===== src/rtl/stdout_uart.sv =====
// stdout_uart: captures bytes strobed out of the brainfuck core, buffers
// them in a small circular FIFO and transmits each one as an 8N1 UART frame.
//
// Ports:
//   clk       system clock, all state changes on the rising edge
//   reset     synchronous, active-high
//   stdout    byte from the core, valid while stdout_en is high
//   stdout_en write strobe, one byte per high cycle
//   tx        UART line, idles high
//   full      FIFO holds FIFO_DEPTH entries (registered)
//   idle      FIFO empty and transmitter idle (registered)
//   overflow  sticky, a byte was dropped; cleared only by reset
module stdout_uart #(
  parameter int CLKS_PER_BIT = 104,
  parameter int FIFO_DEPTH   = 8
) (
  input  logic       clk,
  input  logic       reset,
  input  logic [7:0] stdout,
  input  logic       stdout_en,
  output logic       tx,
  output logic       full,
  output logic       idle,
  output logic       overflow
);

  localparam int PW = $clog2(FIFO_DEPTH);
  localparam int CW = (CLKS_PER_BIT > 1) ? $clog2(CLKS_PER_BIT) : 1;

  localparam logic [PW:0]   DEPTH_C   = (PW+1)'(FIFO_DEPTH);
  localparam logic [PW:0]   CNT_ONE   = (PW+1)'(1);
  localparam logic [PW-1:0] PTR_ONE   = PW'(1);
  localparam logic [CW-1:0] BAUD_LAST = CW'(CLKS_PER_BIT - 1);
  localparam logic [CW-1:0] BAUD_ONE  = CW'(1);

  typedef enum logic [1:0] {IDLE, START, DATA, STOP} state_t;

  logic [7:0]    mem [FIFO_DEPTH];
  logic [PW-1:0] wr_ptr, rd_ptr;
  logic [PW:0]   count, count_n;

  state_t        state, state_n;
  logic [CW-1:0] baud, baud_n;
  logic [2:0]    bit_idx, bit_idx_n;
  logic [7:0]    shreg, shreg_n;
  logic          tx_n;
  logic          load;
  logic          push;

  // A full FIFO still accepts a byte when the transmitter pops in the same cycle.
  assign push = stdout_en && ((count < DEPTH_C) || load);

  always_comb begin
    unique case ({push, load})
      2'b10:   count_n = count + CNT_ONE;
      2'b01:   count_n = count - CNT_ONE;
      default: count_n = count;
    endcase
  end

  always_comb begin
    state_n   = state;
    baud_n    = baud;
    bit_idx_n = bit_idx;
    shreg_n   = shreg;
    tx_n      = tx;
    load      = 1'b0;
    unique case (state)
      IDLE: begin
        tx_n = 1'b1;
        if (count != '0) begin
          load    = 1'b1;
          shreg_n = mem[rd_ptr];
          tx_n    = 1'b0;
          baud_n  = '0;
          state_n = START;
        end
      end
      START: begin
        if (baud == BAUD_LAST) begin
          baud_n    = '0;
          tx_n      = shreg[0];
          bit_idx_n = '0;
          state_n   = DATA;
        end else begin
          baud_n = baud + BAUD_ONE;
        end
      end
      DATA: begin
        if (baud == BAUD_LAST) begin
          baud_n = '0;
          if (bit_idx != 3'd7) begin
            shreg_n   = shreg >> 1;
            bit_idx_n = bit_idx + 3'd1;
            tx_n      = shreg[1];
          end else begin
            tx_n    = 1'b1;
            state_n = STOP;
          end
        end else begin
          baud_n = baud + BAUD_ONE;
        end
      end
      STOP: begin
        if (baud == BAUD_LAST) begin
          baud_n = '0;
          // Reload straight from the stop bit so buffered bytes leave with no gap.
          if (count != '0) begin
            load    = 1'b1;
            shreg_n = mem[rd_ptr];
            tx_n    = 1'b0;
            state_n = START;
          end else begin
            state_n = IDLE;
          end
        end else begin
          baud_n = baud + BAUD_ONE;
        end
      end
      default: state_n = IDLE;
    endcase
  end

  always_ff @(posedge clk) begin
    if (push) mem[wr_ptr] <= stdout;
  end

  always_ff @(posedge clk) begin
    if (reset) begin
      wr_ptr   <= '0;
      rd_ptr   <= '0;
      count    <= '0;
      state    <= IDLE;
      baud     <= '0;
      bit_idx  <= '0;
      shreg    <= '0;
      tx       <= 1'b1;
      full     <= 1'b0;
      idle     <= 1'b1;
      overflow <= 1'b0;
    end else begin
      if (push) wr_ptr <= wr_ptr + PTR_ONE;
      if (load) rd_ptr <= rd_ptr + PTR_ONE;
      if (stdout_en && !push) overflow <= 1'b1;
      count   <= count_n;
      state   <= state_n;
      baud    <= baud_n;
      bit_idx <= bit_idx_n;
      shreg   <= shreg_n;
      tx      <= tx_n;
      full    <= (count_n == DEPTH_C);
      idle    <= (count_n == '0) && (state_n == IDLE);
    end
  end

endmodule


===== config.mk =====
export PLATFORM = sky130hd
export DESIGN_NAME = stdout_uart
export DESIGN_NICKNAME = d
export VERILOG_FILES = /design/src/rtl/stdout_uart.sv
export SDC_FILE = /design/constraint.sdc
export NUM_CORES = 1
export LEC_CHECK = 0
export ABC_CLOCK_PERIOD_IN_PS = 4250
export BUFFER_PORTS_ARGS = -buffer_cell sky130_fd_sc_hd__buf_4
export CORE_MARGIN = 5
export CORE_UTILIZATION = 35
export CTS_BUF_LIST = sky130_fd_sc_hd__clkbuf_8
export CTS_CLUSTER_SIZE = 25
export DETAILED_ROUTE_END_ITERATION = 7
export HOLD_SLACK_MARGIN = 0.06
export PLACE_DENSITY = 0.5
export SYNTH_ARGS = -nofsm -noshare
export SYNTH_HDL_FRONTEND = slang
export SYNTH_SLANG_ARGS = --single-unit

===== constraint.sdc =====
create_clock -name clk -period 4.25 [get_ports clk]
set_input_delay 0.6375 -clock clk [delete_from_list [all_inputs] [get_ports clk]]
set_output_delay 0.6375 -clock clk [all_outputs]
set_load 0.02 [all_outputs]

* After elaboration in Yosys (flattened, before gate mapping)
Memory sizes are Yosys's and may differ from the RTL's. A register that Yosys moved wholly into a read port is not among the register bits.
Index checks and enable logic that the tools add are counted.
** Operators by class
- $add $sub $neg :: 6
- Order comparisons :: 1
- Equality and inequality tests :: 14
- Multiplexer cells :: 34
- Reduce and logical (&&, ||, !) cells :: 15
** Operator list (number)
- $mux W8 :: 4
- $pmux W8 S3 :: 1
- $mux W3 :: 5
- $mux W7 :: 2
- $pmux W7 S2 :: 1
- $ne A2 B2 Y1 const B :: 6
- $reduce_and A4 Y1 :: 3
- $mux W1 :: 11
- $mux W2 :: 5
- $add A3 B1 Y3 const B :: 3
- $pmux W2 S4 :: 1
- $pmux W4 S2 :: 1
- $add A7 B1 Y7 const B :: 1
- $eq A7 B7 Y1 const B :: 1
- $eq A2 B2 Y1 const B :: 3
- $pmux W3 S2 :: 1
- $add A4 B1 Y4 const B :: 1
- $eq A2 B1 Y1 const B :: 2
- $eq A4 B4 Y1 const B :: 1
- $logic_not A2 Y1 :: 2
- $logic_not A4 Y1 :: 1
- $lt A4 B4 Y1 const B :: 1
- $pmux W1 S4 :: 1
- $reduce_bool A4 Y1 :: 1
- 9 further kinds :: 11
** Word-level totals
- Register bits :: 34
- Bits in writable memories :: 64
- Output and inout port bits :: 4
- Memories kept :: 1
** Memory list
- mem :: words 8, width 8, rd ports 1, clocked after memory_dff 1, wr ports 1, RTL line 38 : logic [7:0] mem [FIFO_DEPTH];

* Depth between registers and ports, before layout
Gate-level depths: netlist (run 1).
- Depth after elaboration :: 10
- Mapped depth :: 14
- Mapped depth without buffers :: 14

* Worst setup path before layout (run 1)
No wires, ideal clock.
- Path type :: reg-to-reg
- Start point :: reg baud[0]
- End point :: reg idle
- Library setup time :: 116 ps
- Arrival :: 2800 ps
- Slack :: 1334 ps
- Cell stages (with the launch flop) :: 13
- Buffers on the path :: 0
- Period minus slack after synthesis :: 2916 ps
- Cells stage by stage :: dfxtp_1 ha_1 and4bb_2 a31oi_1 o21ai_2 and2_1 inv_1 ha_1 nand2b_4 or4b_1 a31oi_1 xnor2_1 a41o_1
** Between the ends
- Cells in the longest elaborated chain, start to end :: 9
- Elaborated cells between the ends (all ways) :: 15
- Those cells by class :: eq/ne (3); mux (7); reduce/logical (5)
** RTL lines
- start: declaration :: RTL line 43 : logic [CW-1:0] baud, baud_n;
- start signal: assignment :: RTL line 147 : baud <= baud_n;
- $eq A7 B7 Y1 * :: RTL line 80, 90, 105
- $mux W1 :: RTL line 105 : if (baud == BAUD_LAST) begin
- $pmux W1 S2 :: RTL line 68 : unique case (state)
- $logic_or A1 B1 Y1 :: RTL line 51 : assign push = stdout_en && ((count < DEPTH_C) || load);
- $logic_and A1 B1 Y1 :: RTL line 51
- $eq A2 B1 Y1 or $eq A2 B2 Y1 (tied branches) :: RTL line 54 : unique case ({push, load})
- $pmux W4 S2 :: RTL line 54
- $logic_not A4 Y1 :: RTL line 152 : idle <= (count_n == '0) && (state_n == IDLE);
- $logic_and A1 B1 Y1 * :: RTL line 152
- end signal: assignment :: RTL line 152
- end: declaration :: RTL line 23 : output logic idle,
Mark *: on every way between the ends. The rest lies on a longest branch, timed or not.
A chain may end at the register's enable or synchronous reset.

* Worst setup path in the final report (run 1)
Ends and elaborated chain as after synthesis.

==> results of run 1 <==
## kinds of logic after synthesis
| logic type | after synthesis | synth area share, % |
|---|---|---|
| mux | 27 | 10.8 |
| flops | 101 | 61.1 |
| buf+inv | 23 | 2.36 |
| fa+ha+maj | 13 | 3.73 |
| xor+xnor | 11 | 2.21 |
| simple gates | 98 | 11.3 |
| compound gates | 55 | 8.44 |
## registers in the layout, indices dropped and copies added (netlist names), named ones only
signal and flops:
bit_idx 3, shreg 8, count 4, rd_ptr 3
overflow 1, tx 1, wr_ptr 3, state 2
idle 1, mem 64, baud 7, full 1
## tightest hold or removal path, delay by kind of cell (launching register included)
family | cells | cell delay, ps
AOI/OAI and AO/OA | 1 | 60
DFF | 1 | 320
and+or+nand+nor | 1 | 50
## metal layers
layer,up-vias,track usage [%],share of wire (%)
li1,1273,-,-
met1,1245,16.9,49
met2,24,20.0,47
met3,8,3.48,2.7
met4,0,4.41,1.4
met5,-,0,0
## layout make-up
cell class,instances,area [um2]
Fill cell,1174,7260
Sequential cell,101,2660
Multi-Input combinational cell,204,1600
Tap cell,168,210
Timing Repair Buffer,20,150
Clock buffer,9,124
Clock inverter,7,73.8
Inverter,9,33.8
## per-stage QoR
step	cell area (um2)	utilization, %
after floorplan	4360	-
after global placement	4650	38.4
after detailed placement	4650	38.4
after CTS	4850	40.1
after global routing	4850	40.1
final	4850	40.1
## placed cells by master (no fill, tap or decap), drive strengths merged, types with 5 or more instances in the layout
cell    count
edfxtp     64
nor2       38
dfxtp      37
nand2      22
buf        20
mux4       16
a21oi      14
ha         13
inv        13
o21ai      11
mux2i      10
nand3       9
clkbuf      9
nor3        7
xnor2       7
o22ai       7
a22oi       5
## worst min-delay path by stage
stage	from	endpoint	slack, ps	cells after the start
5_1_grt	stdout[5]	mem[1][5]$_DFFE_PP_	460	1
6_report	shreg[6]$_SDFFE_PP0P_	shreg[6]$_SDFFE_PP0P_	480	2
4_1_cts	stdout[5]	mem[7][5]$_DFFE_PP_	470	1
3_5_place_dp	shreg[6]$_SDFFE_PP0P_	shreg[6]$_SDFFE_PP0P_	460	2
2_1_floorplan	shreg[6]$_SDFFE_PP0P_	shreg[6]$_SDFFE_PP0P_	450	2
3_3_place_gp	shreg[4]$_SDFFE_PP0P_	shreg[4]$_SDFFE_PP0P_	460	2
## power by group
| part | internal, uW | switching [uW] |
|---|---|---|
| Clock | 275 | 338 |
| Sequential | 1160 | 106 |
| Combinational | 368 | 447 |
==> results.py, run 1 <==
metrics = {
    "status": {
        "status": "finished, final reports clean",
    },
    "worst_setup_path": {
        "critPathCapture": "idle$_SDFF_PP1_",
        "end_kind": "flop",
        "cp_top_family": "simple AND/OR/NAND/NOR gates",
        "r2r_slack_ps": 980,
        "path_buf_inv": 1,
        "critPathMaxStageDelay_ps": 500,
        "crit_cells": 12,
        "critPathKind": "flop to flop",
        "worstRegToRegCells": 12,
        "startpoint_type": "flop",
        "reg2reg_from": "baud[0]$_SDFFE_PP0P_",
        "crit_chain": "ha_1, and4bb_2, a31oi_1, o21ai_2, and2_1, inv_1, ha_1, nand2b_4, or4b_1, a31oi_1, xnor2_1, a41o_1",
        "required_ps": 4520,
        "critPathLaunch": "baud[0]$_SDFFE_PP0P_",
        "critPathSlowestCell": "or4b_1",
        "worstPathMaxFanout": 6,
        "arrival_ps": 3550,
        "worstReg2RegEnd": "idle$_SDFF_PP1_",
    },
    "floorplan": {
        "fp.dieW_um": 122,
        "rows": 40,
        "boundaryPins": 15,
        "die_h_um": 122,
        "core_area_um2": 12100,
        "start_util_pct": 36.0,
        "die-area_um2": 14800,
    },
    "finish": {
        "final_nets": 369,
        "diodes": 0,
        "area_growth_pct": 11.4,
        "drive_gt1_share_pct": 17.7,
        "final_cell_count_no_fill": 518,
    },
    "power": {
        "p_leak_uw": 0.00165,
        "p_per_area_nw_per_um2": 556,
        "vdd_drop_max_v": 0.000206,
        "totalPowerFinal_uw": 2700,
    },
    "synthesis": {
        "netlist_area_um2": 4360,
        "yosysMostFrequentCell": "edfxtp_1",
        "synth.area.top_cells": "edfxtp_1, dfxtp_1, mux4_2, ha_1, nor2_1",
        "synth-seq-cells": 101,
        "synth_top_area_cell": "edfxtp_1",
        "ys.flop_type": "edfxtp_1",
        "synth_async_sr_flop_share_pct": 0,
        "synth_cell_types": 52,
        "synth-edff-count": 64,
        "postSynthCellCount": 328,
        "ys_warn_count": 0,
        "yosys.area.top_type_share_pct": 44.1,
        "synth_commonest_cells": "edfxtp_1, nor2_1, dfxtp_1",
        "yosysSeqAreaShare_pct": 61.1,
        "synthesis.nets": 352,
        "syn-mean-instance-area_um2": 13.3,
    },
    "cts": {
        "cts.sinks": 101,
        "clock_path_buffers": 2,
        "ctsResizeCount": 0,
        "tritoncts": "done",
        "cts_setup_buffers": 0,
        "cts_hold_buffers": 0,
        "clkLatencyLatePin_ps": 380,
        "clock-root-buffer": "clkbuf_8",
        "cts.clk_slew.worst_paths_ps": 90,
        "ctsHtreeMaxLevel": 3,
        "cts_buffers": 9,
    },
    "worst_hold_path": {
        "min_path_type": "flop to flop",
    },
    "sta": {
        "final.setup.tns_ps": 0,
        "fin_crit_sh_pct": 77.0,
        "setup_slack_ps": 976,
        "finalCriticalPeriod_ps": 3270,
        "drv_slew": 0,
        "rsz0062_at_grt": "no",
        "finalClockSkew_ps": 12.5,
        "whs_ps": 476,
        "finalSetupViolations": 0,
        "finalHoldViolations": 0,
        "worstMarginPinSlew_ps": 964,
        "slew_headroom_pct": 35.5,
        "fmax_mhz": 305,
    },
    "placement": {
        "io_buffers": 14,
        "post-dp-hpwl_um": 5630,
        "place_ws_ps": 984,
        "gp_congestion": 0.760,
        "dp_cells": 502,
    },
    "drt": {
        "vias": 2550,
        "via_per_inst": 4.92,
        "drt-pass1-iter-count": 4,
        "drc": 0,
        "ant_nets": 0,
        "routedWlPerCell_um": 16.5,
        "drt_iter0_markers": 255,
        "wirelength_um": 8570,
    },
    "grt": {
        "globalRouteTotalUtil_pct": 12.7,
        "grt_pass1_vias": 2607,
        "grt.overflow.total": 0,
        "grt_max_degree": 24,
        "grt_pass1_wl_um": 14100,
        "antenna_found_initial": 0,
    },
    "run": {
        "max_cap_violations": 0,
    },
}
(Power assumes the default switching activity.)
==> inputs of run 2 (changes only) <==
- ABC_CLOCK_PERIOD_IN_PS: 4250 -> 3100
- clock period: 4.25 -> 3.1 ns (I/O delays scaled with it)
==> run 2 against run 1 <==
Effect of this change:
- non-clock buffer count is 10 higher
- sequential share of layout area is 1.6 points lower
- core utilization is 1.2 points higher
- critical path type unchanged
- critical endpoint unchanged
- highest routed layer unchanged
==> results.py, run 2 (synthesized netlist as in run 1, its figures left out) <==
metrics = {
    "drt": {
        "via_per_inst": 5.05,
        "drt_iter0_markers": 191,
        "ant_nets": 0,
        "drc": 0,
        "drt-pass1-iter-count": 4,
        "routedWlPerCell_um": 16.7,
        "wirelength_um": 8800,
        "vias": 2667,
    },
    "floorplan": {
        "boundaryPins": 15,
        "fp.dieW_um": 122,
        "start_util_pct": 36.0,
        "die_h_um": 122,
        "core_area_um2": 12100,
        "rows": 40,
        "die-area_um2": 14800,
    },
    "power": {
        "totalPowerFinal_uw": 3890,
        "vdd_drop_max_v": 0.000408,
        "p_leak_uw": 0.00172,
        "p_per_area_nw_per_um2": 778,
    },
    "worst_hold_path": {
        "min_path_type": "input port to flop",
        "holdPathStages": 1,
        "holdCritStartpoint": "stdout[0]",
        "holdPathEnd": "mem[6][0]$_DFFE_PP_",
    },
    "sta": {
        "fmax_mhz": 343,
        "slew_headroom_pct": 51.1,
        "finalClockSkew_ps": 10.2,
        "fin_crit_sh_pct": 94.1,
        "finalHoldViolations": 0,
        "finalCriticalPeriod_ps": 2920,
        "finalSetupViolations": 0,
        "worstMarginPinSlew_ps": 733,
        "whs_ps": 315,
        "drv_slew": 0,
        "final.setup.tns_ps": 0,
        "rsz0062_at_grt": "no",
    },
    "grt": {
        "grt_max_degree": 24,
        "globalRouteTotalUtil_pct": 12.7,
        "grt_pass1_vias": 2658,
        "grt.overflow.total": 0,
        "antenna_found_initial": 0,
        "grt_pass1_wl_um": 14100,
    },
    "cts": {
        "ctsHtreeMaxLevel": 3,
        "clkLatencyLatePin_ps": 380,
        "cts_buffers": 9,
        "clock-root-buffer": "clkbuf_8",
        "clock_path_buffers": 2,
        "cts_hold_buffers": 0,
        "cts.clk_slew.worst_paths_ps": 110,
        "tritoncts": "done",
        "cts.sinks": 101,
    },
    "placement": {
        "io_buffers": 14,
        "post-dp-hpwl_um": 5920,
        "gp_congestion": 0.782,
        "dp_cells": 512,
    },
    "worst_setup_path": {
        "worstPathMaxFanout": 4,
        "reg2reg_from": "baud[1]$_SDFFE_PP0P_",
        "end_kind": "flop",
        "critPathKind": "flop to flop",
        "r2r_slack_ps": 180,
        "critPathMaxStageDelay_ps": 520,
        "required_ps": 3370,
        "startpoint_type": "flop",
        "worstReg2RegEnd": "idle$_SDFF_PP1_",
        "crit_chain": "ha_1, and4bb_2, a31oi_2, o21ai_2, and2_4, inv_1, ha_1, nand2b_4, or4b_1, a31oi_2, xnor2_1, a41o_1",
        "arrival_ps": 3190,
        "critPathSlowestCell": "or4b_1",
        "worstRegToRegCells": 12,
    },
    "finish": {
        "area_growth_pct": 14.7,
        "drive_gt1_share_pct": 22.2,
        "final_nets": 379,
        "final_cell_count_no_fill": 528,
        "largest_reg_flops": 64,
        "final_common_cell": "edfxtp_1",
        "final_cell_mix": "edfxtp_1, nor2_1, dfxtp_1",
        "diodes": 0,
        "largest_register": "mem",
        "largestRegisters": "mem: 64 flops, shreg: 8 flops, baud: 7 flops",
    },
    "status": {
        "status": "finished, final reports clean",
    },
    "run": {
        "max_cap_violations": 0,
    },
}
## run 2: cell types whose count changed in the layout (fill, tap and decap cells not counted), sizes merged
cell | previous run | this run
buf | 20 | 30
bufinv | 1 | 2
clkinv | 1 | 2
clkinvlp | 1 | 0
inv | 13 | 12
## run 2: repair_timing
action                                  in CTS  in global routing
endpoints found under the setup margin       0                  4
gates resized for setup                      0                  6
buffers inserted                             0                  0
## run 2: per-layer routing
metal  vias up  track usage (%)  wire (um)
li1       1292                -          -
met1      1335             16.7       4180
met2        31             20.3       4260
met3         9             3.90        261
met4         0             3.57        100
met5         -                0          0
## run 2: layout make-up
cell class,count,area (um2)
Tap cell,168,210
Timing Repair Buffer,30,225
Sequential cell,101,2660
Multi-Input combinational cell,204,1620
Clock buffer,9,124
Inverter,9,33.8
Clock inverter,7,121
Fill cell,1171,7110
## run 2: how the worst max path moves through the flow
stage,startpoint,end,slack (ps),depth (start not counted)
global placement,baud[0]$_SDFFE_PP0P_,idle$_SDFF_PP1_,170,12
global route,baud[1]$_SDFFE_PP0P_,idle$_SDFF_PP1_,20,12
finish,baud[1]$_SDFFE_PP0P_,idle$_SDFF_PP1_,180,12
detailed placement,baud[0]$_SDFFE_PP0P_,full$_SDFF_PP0_,50,12
CTS,baud[0]$_SDFFE_PP0P_,idle$_SDFF_PP1_,40,12
floorplan,baud[0]$_SDFFE_PP0P_,idle$_SDFF_PP1_,180,12
## run 2: stage by stage
step                      util, %  instance area, um2  setup slack (ps)
after floorplan                 -                4360               184
after global placement       39.0                4730               167
after detailed placement     39.0                4730              51.7
after CTS                    41.1                4970              36.1
after global routing         41.3                5000              23.3
final                        41.3                5000               182
## run 2: where the power goes
group | switching (uW) | internal [uW] | leakage (uW)
Clock | 503 | 479 | 0.000122
Sequential | 145 | 1600 | 0.000883
Combinational | 634 | 529 | 0.000714
## run 2: worst max-delay path: cells and delay by family (launching register included)
kind,cells,cell delay [ps]
simple gates,4,1110
compound gates,4,770
buf+inv,1,70
xor+xnor,1,120
flops,1,370
fa+ha+maj,2,380
